<file path="src/rtl/hazard_scoreboard_if.sv">
// ---------------------------------------------------------------------------
// hazard_scoreboard_if
//   Bundle between the RV32I pipeline datapath and the hazard scoreboard.
//   Signal names keep the scoreboard's point of view (i_* into it, o_* out).
//
//   Modports:
//     master : pipeline/datapath side, drives the i_* stage information,
//              receives the stall/flush/forwarding controls.
//     slave  : the hazard_scoreboard itself.
//
//   Parameters:
//     REG_AW          register index width
//     MAX_OUTSTANDING maximum loads in flight (sizes o_ld_pending)
// ---------------------------------------------------------------------------
interface hazard_scoreboard_if #(
  parameter int REG_AW          = 5,
  parameter int MAX_OUTSTANDING = 2
);
  localparam int PEND_W = $clog2(MAX_OUTSTANDING + 1);

  // Decode stage
  logic [REG_AW-1:0] i_rs1_d;
  logic [REG_AW-1:0] i_rs2_d;
  logic [REG_AW-1:0] i_rd_d;
  logic              i_is_load_d;
  // Execute stage
  logic [REG_AW-1:0] i_rs1_e;
  logic [REG_AW-1:0] i_rs2_e;
  logic [REG_AW-1:0] i_rd_e;
  logic              i_rd_wren_e;
  logic              i_is_load_e;
  // Memory / writeback stages
  logic [REG_AW-1:0] i_rd_m;
  logic              i_rd_wren_m;
  logic [REG_AW-1:0] i_rd_wb;
  logic              i_rd_wren_wb;
  // Control flow and load responses
  logic              i_br_taken;
  logic              i_ld_rsp_valid;
  logic [REG_AW-1:0] i_ld_rsp_rd;
  // Controls back to the datapath
  logic [1:0]        o_fwd_a_sel;
  logic [1:0]        o_fwd_b_sel;
  logic              o_stall_f;
  logic              o_stall_d;
  logic              o_flush_d;
  logic              o_flush_e;
  logic [PEND_W-1:0] o_ld_pending;
  logic [1:0]        o_err;
  logic [31:0]       o_stall_cycles;
  logic [31:0]       o_flush_cycles;

  modport master (
    output i_rs1_d, i_rs2_d, i_rd_d, i_is_load_d,
    output i_rs1_e, i_rs2_e, i_rd_e, i_rd_wren_e, i_is_load_e,
    output i_rd_m, i_rd_wren_m, i_rd_wb, i_rd_wren_wb,
    output i_br_taken, i_ld_rsp_valid, i_ld_rsp_rd,
    input  o_fwd_a_sel, o_fwd_b_sel, o_stall_f, o_stall_d,
    input  o_flush_d, o_flush_e, o_ld_pending, o_err,
    input  o_stall_cycles, o_flush_cycles
  );

  modport slave (
    input  i_rs1_d, i_rs2_d, i_rd_d, i_is_load_d,
    input  i_rs1_e, i_rs2_e, i_rd_e, i_rd_wren_e, i_is_load_e,
    input  i_rd_m, i_rd_wren_m, i_rd_wb, i_rd_wren_wb,
    input  i_br_taken, i_ld_rsp_valid, i_ld_rsp_rd,
    output o_fwd_a_sel, o_fwd_b_sel, o_stall_f, o_stall_d,
    output o_flush_d, o_flush_e, o_ld_pending, o_err,
    output o_stall_cycles, o_flush_cycles
  );
endinterface

</file>
<file path="src/rtl/hazard_scoreboard.sv">
// ---------------------------------------------------------------------------
// hazard_scoreboard
//   Hazard control for a 5-stage RV32I pipeline whose data memory answers
//   loads with a tagged, variable-latency response.
//   - Tracks a per-register "load in flight" bit and the number of loads in
//     flight.
//   - Stalls D on load-use, load WAW and outstanding-limit hazards; a taken
//     branch/jump in E flushes D and E and overrides any stall.
//   - Selects E-stage operand forwarding (M over WB over register file).
//   - Flags a response timeout and responses for registers not in flight
//     (sticky until reset).
//
//   Ports:
//     i_clk    clock, rising edge
//     i_rst_n  asynchronous active-low reset
//     bus      hazard_scoreboard_if.slave (stage info in, controls out)
//
//   Optional build macro:
//     HAZ_PERF_CNT_EN  builds the stall/flush cycle counters; without it
//                      o_stall_cycles / o_flush_cycles are constant 0.
// ---------------------------------------------------------------------------
module hazard_scoreboard #(
  parameter int NUM_REGS        = 32,
  parameter int REG_AW          = 5,
  parameter int MAX_OUTSTANDING = 2,
  parameter int TIMEOUT         = 64
) (
  input  logic                  i_clk,
  input  logic                  i_rst_n,
  hazard_scoreboard_if.slave    bus
);

  localparam int PEND_W = $clog2(MAX_OUTSTANDING + 1);
  localparam int TMO_W  = $clog2(TIMEOUT);

  localparam logic [TMO_W-1:0] TMO_LAST = TMO_W'(TIMEOUT - 1);

  typedef enum logic [1:0] {
    FWD_RF = 2'b00,
    FWD_WB = 2'b01,
    FWD_M  = 2'b10
  } fwd_sel_e;

  // State
  logic [NUM_REGS-1:0] busy_q, busy_d;
  logic [PEND_W-1:0]   pend_q, pend_d;
  logic [TMO_W-1:0]    tmo_q, tmo_d;
  logic [1:0]          err_q, err_d;

  // Decoded events
  logic issue;
  logic rsp_hit;
  logic lu, waw, full, hz;

  // Register compare that never matches x0.
  function automatic logic reg_match(input logic [REG_AW-1:0] a,
                                     input logic [REG_AW-1:0] b);
    return (a != '0) && (a == b);
  endfunction

  // Busy lookup that tolerates indices beyond NUM_REGS. busy_q[0] is never
  // set, so x0 always reads as not busy.
  function automatic logic is_busy(input logic [NUM_REGS-1:0] vec,
                                   input logic [REG_AW-1:0]   idx);
    logic hit;
    hit = 1'b0;
    for (int r = 0; r < NUM_REGS; r++) begin
      if (idx == REG_AW'(r)) hit = vec[r];
    end
    return hit;
  endfunction

  function automatic fwd_sel_e fwd_sel(input logic [REG_AW-1:0] rs);
    if (bus.i_rd_wren_m && reg_match(bus.i_rd_m, rs))        return FWD_M;
    else if (bus.i_rd_wren_wb && reg_match(bus.i_rd_wb, rs)) return FWD_WB;
    else                                                     return FWD_RF;
  endfunction

  // -------------------------------------------------------------------------
  // Hazard detection
  // -------------------------------------------------------------------------
  assign issue   = bus.i_is_load_e && bus.i_rd_wren_e && (bus.i_rd_e != '0);
  assign rsp_hit = bus.i_ld_rsp_valid && is_busy(busy_q, bus.i_ld_rsp_rd);

  assign lu   = is_busy(busy_q, bus.i_rs1_d) || is_busy(busy_q, bus.i_rs2_d) ||
                (bus.i_is_load_e && (reg_match(bus.i_rd_e, bus.i_rs1_d) ||
                                     reg_match(bus.i_rd_e, bus.i_rs2_d)));
  assign waw  = bus.i_is_load_d && (is_busy(busy_q, bus.i_rd_d) ||
                (bus.i_is_load_e && reg_match(bus.i_rd_e, bus.i_rd_d)));
  // The load in E counts as already in flight: it issues on this edge.
  assign full = bus.i_is_load_d &&
                ((int'(pend_q) + int'(issue)) == MAX_OUTSTANDING);
  assign hz   = lu || waw || full;

  // A taken branch discards both younger instructions, so it overrides any
  // stall: holding F/D would only preserve an instruction being squashed.
  assign bus.o_stall_f = hz && !bus.i_br_taken;
  assign bus.o_stall_d = hz && !bus.i_br_taken;
  assign bus.o_flush_d = bus.i_br_taken;
  assign bus.o_flush_e = bus.i_br_taken || hz;

  assign bus.o_fwd_a_sel = fwd_sel(bus.i_rs1_e);
  assign bus.o_fwd_b_sel = fwd_sel(bus.i_rs2_e);

  assign bus.o_ld_pending = pend_q;
  assign bus.o_err        = err_q;

  // -------------------------------------------------------------------------
  // Next-state logic
  // -------------------------------------------------------------------------
  // NOTE: every signal assigned here gets its default first, so no path
  // leaves a value unassigned and no latch is inferred.
  always_comb begin
    busy_d = busy_q;
    pend_d = pend_q;
    tmo_d  = tmo_q;
    err_d  = err_q;

    // The WAW stall guarantees issue and response never name the same
    // register, so the set and clear below cannot collide.
    for (int r = 1; r < NUM_REGS; r++) begin
      if (issue && (bus.i_rd_e == REG_AW'(r)))          busy_d[r] = 1'b1;
      if (rsp_hit && (bus.i_ld_rsp_rd == REG_AW'(r)))   busy_d[r] = 1'b0;
    end

    // A spurious response does not decrement, so pending cannot underflow.
    unique case ({issue, rsp_hit})
      2'b10:   pend_d = pend_q + PEND_W'(1);
      2'b01:   pend_d = pend_q - PEND_W'(1);
      default: pend_d = pend_q;
    endcase

    // Timeout watches for silence from memory while anything is in flight;
    // the counter saturates since the error bit is sticky anyway.
    if (bus.i_ld_rsp_valid || (pend_q == '0)) begin
      tmo_d = '0;
    end else begin
      if (tmo_q == TMO_LAST) err_d[0] = 1'b1;
      else                   tmo_d    = tmo_q + TMO_W'(1);
    end

    if (bus.i_ld_rsp_valid && !rsp_hit) err_d[1] = 1'b1;
  end

  // NOTE: the busy bitmap is ordinary flops (not a RAM), so it is reset
  // along with everything else; an async reset must drop all in-flight loads.
  always_ff @(posedge i_clk or negedge i_rst_n) begin
    if (!i_rst_n) begin
      busy_q <= '0;
      pend_q <= '0;
      tmo_q  <= '0;
      err_q  <= '0;
    end else begin
      // NOTE: non-blocking assignments in clocked blocks so every flop samples
      // the pre-edge value regardless of statement order.
      busy_q <= busy_d;
      pend_q <= pend_d;
      tmo_q  <= tmo_d;
      err_q  <= err_d;
    end
  end

  // -------------------------------------------------------------------------
  // Performance counters
  // -------------------------------------------------------------------------
`ifdef HAZ_PERF_CNT_EN
  logic [31:0] stall_cnt_q;
  logic [31:0] flush_cnt_q;

  always_ff @(posedge i_clk or negedge i_rst_n) begin
    if (!i_rst_n) begin
      stall_cnt_q <= '0;
      flush_cnt_q <= '0;
    end else begin
      if (bus.o_stall_d)  stall_cnt_q <= stall_cnt_q + 32'd1;
      if (bus.i_br_taken) flush_cnt_q <= flush_cnt_q + 32'd1;
    end
  end

  assign bus.o_stall_cycles = stall_cnt_q;
  assign bus.o_flush_cycles = flush_cnt_q;
`else
  assign bus.o_stall_cycles = '0;
  assign bus.o_flush_cycles = '0;
`endif

endmodule

</file>
<file path="src/flat_wrapper.sv">
// flat-port wrapper written by rule: the top's interface ports become plain ports
module hazard_scoreboard_flat 
#(
  parameter int NUM_REGS        = 32,
  parameter int REG_AW          = 5,
  parameter int MAX_OUTSTANDING = 2,
  parameter int TIMEOUT         = 64
)
  (i_clk, i_rst_n, bus_i_rs1_d, bus_i_rs2_d, bus_i_rd_d, bus_i_is_load_d, bus_i_rs1_e, bus_i_rs2_e, bus_i_rd_e, bus_i_rd_wren_e, bus_i_is_load_e, bus_i_rd_m, bus_i_rd_wren_m, bus_i_rd_wb, bus_i_rd_wren_wb, bus_i_br_taken, bus_i_ld_rsp_valid, bus_i_ld_rsp_rd, bus_o_fwd_a_sel, bus_o_fwd_b_sel, bus_o_stall_f, bus_o_stall_d, bus_o_flush_d, bus_o_flush_e, bus_o_ld_pending, bus_o_err, bus_o_stall_cycles, bus_o_flush_cycles);
  hazard_scoreboard_if #(.REG_AW(REG_AW), .MAX_OUTSTANDING(MAX_OUTSTANDING)) bus_i ();
  input  logic i_clk;
  input  logic i_rst_n;
  input wire logic [$bits(bus_i.i_rs1_d)-1:0] bus_i_rs1_d;
  input wire logic [$bits(bus_i.i_rs2_d)-1:0] bus_i_rs2_d;
  input wire logic [$bits(bus_i.i_rd_d)-1:0] bus_i_rd_d;
  input wire logic [$bits(bus_i.i_is_load_d)-1:0] bus_i_is_load_d;
  input wire logic [$bits(bus_i.i_rs1_e)-1:0] bus_i_rs1_e;
  input wire logic [$bits(bus_i.i_rs2_e)-1:0] bus_i_rs2_e;
  input wire logic [$bits(bus_i.i_rd_e)-1:0] bus_i_rd_e;
  input wire logic [$bits(bus_i.i_rd_wren_e)-1:0] bus_i_rd_wren_e;
  input wire logic [$bits(bus_i.i_is_load_e)-1:0] bus_i_is_load_e;
  input wire logic [$bits(bus_i.i_rd_m)-1:0] bus_i_rd_m;
  input wire logic [$bits(bus_i.i_rd_wren_m)-1:0] bus_i_rd_wren_m;
  input wire logic [$bits(bus_i.i_rd_wb)-1:0] bus_i_rd_wb;
  input wire logic [$bits(bus_i.i_rd_wren_wb)-1:0] bus_i_rd_wren_wb;
  input wire logic [$bits(bus_i.i_br_taken)-1:0] bus_i_br_taken;
  input wire logic [$bits(bus_i.i_ld_rsp_valid)-1:0] bus_i_ld_rsp_valid;
  input wire logic [$bits(bus_i.i_ld_rsp_rd)-1:0] bus_i_ld_rsp_rd;
  output wire logic [$bits(bus_i.o_fwd_a_sel)-1:0] bus_o_fwd_a_sel;
  output wire logic [$bits(bus_i.o_fwd_b_sel)-1:0] bus_o_fwd_b_sel;
  output wire logic [$bits(bus_i.o_stall_f)-1:0] bus_o_stall_f;
  output wire logic [$bits(bus_i.o_stall_d)-1:0] bus_o_stall_d;
  output wire logic [$bits(bus_i.o_flush_d)-1:0] bus_o_flush_d;
  output wire logic [$bits(bus_i.o_flush_e)-1:0] bus_o_flush_e;
  output wire logic [$bits(bus_i.o_ld_pending)-1:0] bus_o_ld_pending;
  output wire logic [$bits(bus_i.o_err)-1:0] bus_o_err;
  output wire logic [$bits(bus_i.o_stall_cycles)-1:0] bus_o_stall_cycles;
  output wire logic [$bits(bus_i.o_flush_cycles)-1:0] bus_o_flush_cycles;
  assign bus_i.i_rs1_d = bus_i_rs1_d;
  assign bus_i.i_rs2_d = bus_i_rs2_d;
  assign bus_i.i_rd_d = bus_i_rd_d;
  assign bus_i.i_is_load_d = bus_i_is_load_d;
  assign bus_i.i_rs1_e = bus_i_rs1_e;
  assign bus_i.i_rs2_e = bus_i_rs2_e;
  assign bus_i.i_rd_e = bus_i_rd_e;
  assign bus_i.i_rd_wren_e = bus_i_rd_wren_e;
  assign bus_i.i_is_load_e = bus_i_is_load_e;
  assign bus_i.i_rd_m = bus_i_rd_m;
  assign bus_i.i_rd_wren_m = bus_i_rd_wren_m;
  assign bus_i.i_rd_wb = bus_i_rd_wb;
  assign bus_i.i_rd_wren_wb = bus_i_rd_wren_wb;
  assign bus_i.i_br_taken = bus_i_br_taken;
  assign bus_i.i_ld_rsp_valid = bus_i_ld_rsp_valid;
  assign bus_i.i_ld_rsp_rd = bus_i_ld_rsp_rd;
  assign bus_o_fwd_a_sel = bus_i.o_fwd_a_sel;
  assign bus_o_fwd_b_sel = bus_i.o_fwd_b_sel;
  assign bus_o_stall_f = bus_i.o_stall_f;
  assign bus_o_stall_d = bus_i.o_stall_d;
  assign bus_o_flush_d = bus_i.o_flush_d;
  assign bus_o_flush_e = bus_i.o_flush_e;
  assign bus_o_ld_pending = bus_i.o_ld_pending;
  assign bus_o_err = bus_i.o_err;
  assign bus_o_stall_cycles = bus_i.o_stall_cycles;
  assign bus_o_flush_cycles = bus_i.o_flush_cycles;
  hazard_scoreboard #(.NUM_REGS(NUM_REGS), .REG_AW(REG_AW), .MAX_OUTSTANDING(MAX_OUTSTANDING), .TIMEOUT(TIMEOUT)) u_core (.i_clk(i_clk), .i_rst_n(i_rst_n), .bus(bus_i));
endmodule
</file>
<file path="config.mk">
export PLATFORM = sky130hd
export DESIGN_NAME = hazard_scoreboard_flat
export DESIGN_NICKNAME = d
export VERILOG_FILES = /design/src/rtl/hazard_scoreboard_if.sv /design/src/rtl/hazard_scoreboard.sv /design/src/flat_wrapper.sv
export SDC_FILE = /design/constraint.sdc
export NUM_CORES = 1
export LEC_CHECK = 0
export ABC_AREA = 1
export CAP_MARGIN = 10
export CELL_PAD_IN_SITES_DETAIL_PLACEMENT = 1
export CELL_PAD_IN_SITES_GLOBAL_PLACEMENT = 2
export CORE_UTILIZATION = 26
export DETAILED_ROUTE_END_ITERATION = 8
export GPL_ROUTABILITY_DRIVEN = 0
export PLACE_DENSITY_LB_ADDON = 0.1
export SYNTH_ARGS = -nofsm -noshare
export SYNTH_HDL_FRONTEND = slang
export SYNTH_SLANG_ARGS = --single-unit
</file>
<file path="constraint.sdc">
create_clock -name i_clk -period 4.4 [get_ports i_clk]
set_input_delay 0.88 -clock i_clk [delete_from_list [all_inputs] [get_ports i_clk]]
set_output_delay 0.88 -clock i_clk [all_outputs]
set_load 0.02 [all_outputs]
</file>
==> metrics.txt <==
outcome complete, no violations; Yosys top cell by area dfrtp_1; Die Height 142 µm; worst setup path end bus_o_flush_e; Synth Flop Type dfrtp_1; CORE AREA 0.0190 mm²; Detail Route Antenna Nets 0; Via density 4.94; area share of the largest cell type after synthesis 0.201; syn_area_per_cell 6.18 µm²; Worst Setup SP bus_i_rd_e[1]; gr ovfl total 0; register area 0.00103 mm²; CTS tree built; NetSw 0.859 mW; wire per inst 18.9 µm; Root Driver clkbuf_16; Worst setup EP type output pin; RSZ-0062 raised after global routing true; Initial DRT Pass Iterations 5; width of the die 142 µm; First DRT Iteration DRCs 414; layout cells sized above 1 0.191; DRC 0; worst skew pair latency 0.29 ns; crit-path cells clkdlybuf4s50_1, nor2_2, nand3_1, nand2_1, inv_1, ha_1, ha_1, nor3b_1, buf_4, a311oi_1, nand3_1, nand2_2, nand3b_1, buf_6; Worst-path clk slew 0.06 ns; Reg power frac 0.346; Setup-failing EPs final 0; sequential fraction of the synthesis area 0.201; Post-Syn Area 0.00510 mm²; Least-Margin Pin Slew 1.02 ns; FF-to-FF path depth 30; most common cell in the synthesized netlist nand2_1; Crit Path Category in -> out; Gate Count Post-Synth 825; largest net degree at the start of global routing 42; number of diodes 0; R2R Setup Slk 1.21 ns; final core occ 0.357; Post-synth EDFFs 0; Max stage delay on crit path 0.44 ns; power per cell area 278 mW/mm²; Min-Delay Path Class reg -> reg; Final Max Tran Viols 0; vias in the first global route 6296; final WL 23500 µm; Final Hold Fails 0; layout net count 1036; CP Data Arrival Time 3.36 ns; max-capacitance violation count 0; Max Clock Freq 0.236 GHz; Slowest cell on crit path clkdlybuf4s50_1; first-pass GRT wire length 35900 µm; Post-synth top cells nand2_1, inv_1, nor2_1; Syn-to-layout area delta 32.7%; H-tree Lvls 2; Clock power frac 0.230; Initial Util 0.269; antenna violations before repair 0; cts-stage hold buffer count 0; hpwl dp 18900 µm; Setup TNS 0 ns; Lkg Pwr 3.42 nW; Rel. slew slack 0.318; total track usage 0.234; Inserted Clock Buffers 5; Final Critical Period 4.24 ns; Cell Rows 50; Yosys warning count 0; Synth Register Bits 41; FF-to-FF Start u_core.busy_q[3]; async set-reset flop share out of synthesis 1.00; Req. time, crit path 3.52 ns; synth top area cells dfrtp_1, nand2_1, buf_4; P_int 1.02 mW; CP Max Fanout 2; Max clock buf depth 2; period utilization 0.965; # fillers 2509; IO buf count 65; Setup Skew 0.00514 ns; CTS Sinks 41; synth unique cells 50; RR Endpoint u_core.bus.o_ld_pending[1]; switching share of power 0.457; DIE AREA 0.0202 mm²; Combinational Power Share 0.423; Max rail drop VDD 0.293 mV; via count 6118; multi-input logic area 0.00320 mm²; IO Pins 130; startpoint types input port
## critical path, delay by kind of cell
kind                     cells  cell delay [ns]
buffers and inverters        4             0.82
adder cells (fa/ha/maj)      2             0.44
AO/OA/AOI/OAI                1             0.27
AND/OR/NAND/NOR              7             0.95
## how the worst min path moves through the flow
| stage | startpoint | end | slack, ns | cells past startpoint |
|---|---|---|---|---|
| after floorplan | u_core.tmo_q[5] | u_core.tmo_q[5] | 0.47 | 1 |
| after global placement | u_core.bus.o_err[1] | u_core.bus.o_err[1] | 0.45 | 1 |
| after detailed placement | u_core.bus.o_err[1] | u_core.bus.o_err[1] | 0.45 | 1 |
| after CTS | u_core.bus.o_err[1] | u_core.bus.o_err[1] | 0.47 | 1 |
| after global routing | u_core.bus.o_err[1] | u_core.bus.o_err[1] | 0.50 | 1 |
| final | u_core.bus.o_err[1] | u_core.bus.o_err[1] | 0.46 | 1 |
## placed cells by master, fill, tap and decap left out, types with 3 or more instances in the layout
master,n
o21ai_0,30
xnor2_1,10
clkdlybuf4s50_1,44
nand4_1,65
a2111oi_0,4
a21oi_1,14
a221oi_1,5
o2111ai_1,7
a31oi_1,5
nor2_1,64
a41o_1,3
a31o_2,3
nor3b_1,3
nand2_1,159
nand3_1,64
nor2_4,6
inv_2,12
buf_4,118
nor2_2,8
clkbuf_16,5
o22ai_1,6
o41ai_1,8
clkbuf_2,7
dlymetal6s2s_1,8
o21ai_1,4
nand3_2,6
ha_1,4
a22oi_1,3
nor3_1,15
nor4_1,4
dfrtp_1,41
nor3_2,3
conb_1,64
xor2_1,11
nand2_2,6
inv_1,128
## flip-flops by register name (all words and copies together), names as in the netlist
name,cells
u_core.tmo_q,6
u_core.bus.o_err,2
u_core.busy_q,31
u_core.bus.o_ld_pending,2
## power by group through the flow
stage	registers, mW	clock network (mW)	logic [mW]
2_1_floorplan	0.552	0	0.478
3_3_place_gp	0.649	0	0.769
3_5_place_dp	0.651	0	0.782
4_1_cts	0.645	0.444	0.788
5_1_grt	0.652	0.459	0.875
6_report	0.650	0.433	0.795
## per-layer routing
metal / vias up / track usage / share of wire
met3: 33 / 0.0246 / 0.043
met5: - / 0 / 0
met2: 179 / 0.405 / 0.49
met1: 2975 / 0.306 / 0.44
met4: 0 / 0.0673 / 0.024
li1: 2931 / - / -
## cell type report
type / count / share of cell area
well taps: 260 / 0.0481
clock inverters: 3 / 0.00685
clock buffers: 5 / 0.0185
multi-input cells: 605 / 0.473
inverters: 144 / 0.0809
flip-flops and latches: 41 / 0.152
repair buffers: 181 / 0.221
## cell families after synthesis
group | Yosys count | share of synthesized area
simple gates | 407 | 0.370
buf+inv | 242 | 0.238
compound gates | 109 | 0.144
flops | 41 | 0.201
xor+xnor | 21 | 0.0361
fa+ha+maj | 4 | 0.00982
other cells | 1 | 0.000736
## metrics by stage
stage / std cells / setup WS, ns / total power, mW / cell area [µm²] / hold WS [ns]
2_1_floorplan: 888 / 0.215 / 1.03 / 5330 / 0.466
3_3_place_gp: 1230 / -0.547 / 1.42 / 6490 / 0.445
3_5_place_dp: 1230 / -0.578 / 1.43 / 6490 / 0.447
4_1_cts: 1238 / 0.0715 / 1.88 / 6690 / 0.466
5_1_grt: 1239 / -0.0257 / 1.99 / 6760 / 0.498
6_report: 1239 / 0.156 / 1.88 / 6760 / 0.460
## timing repair
action,CTS,global route
buffers inserted,0,1
cloned,0,0
pin swaps,9,17
endpoints found under the hold margin,0,0
gates resized for setup,38,52
endpoints found under the setup margin,3,4
(Power assumes the default switching activity.)
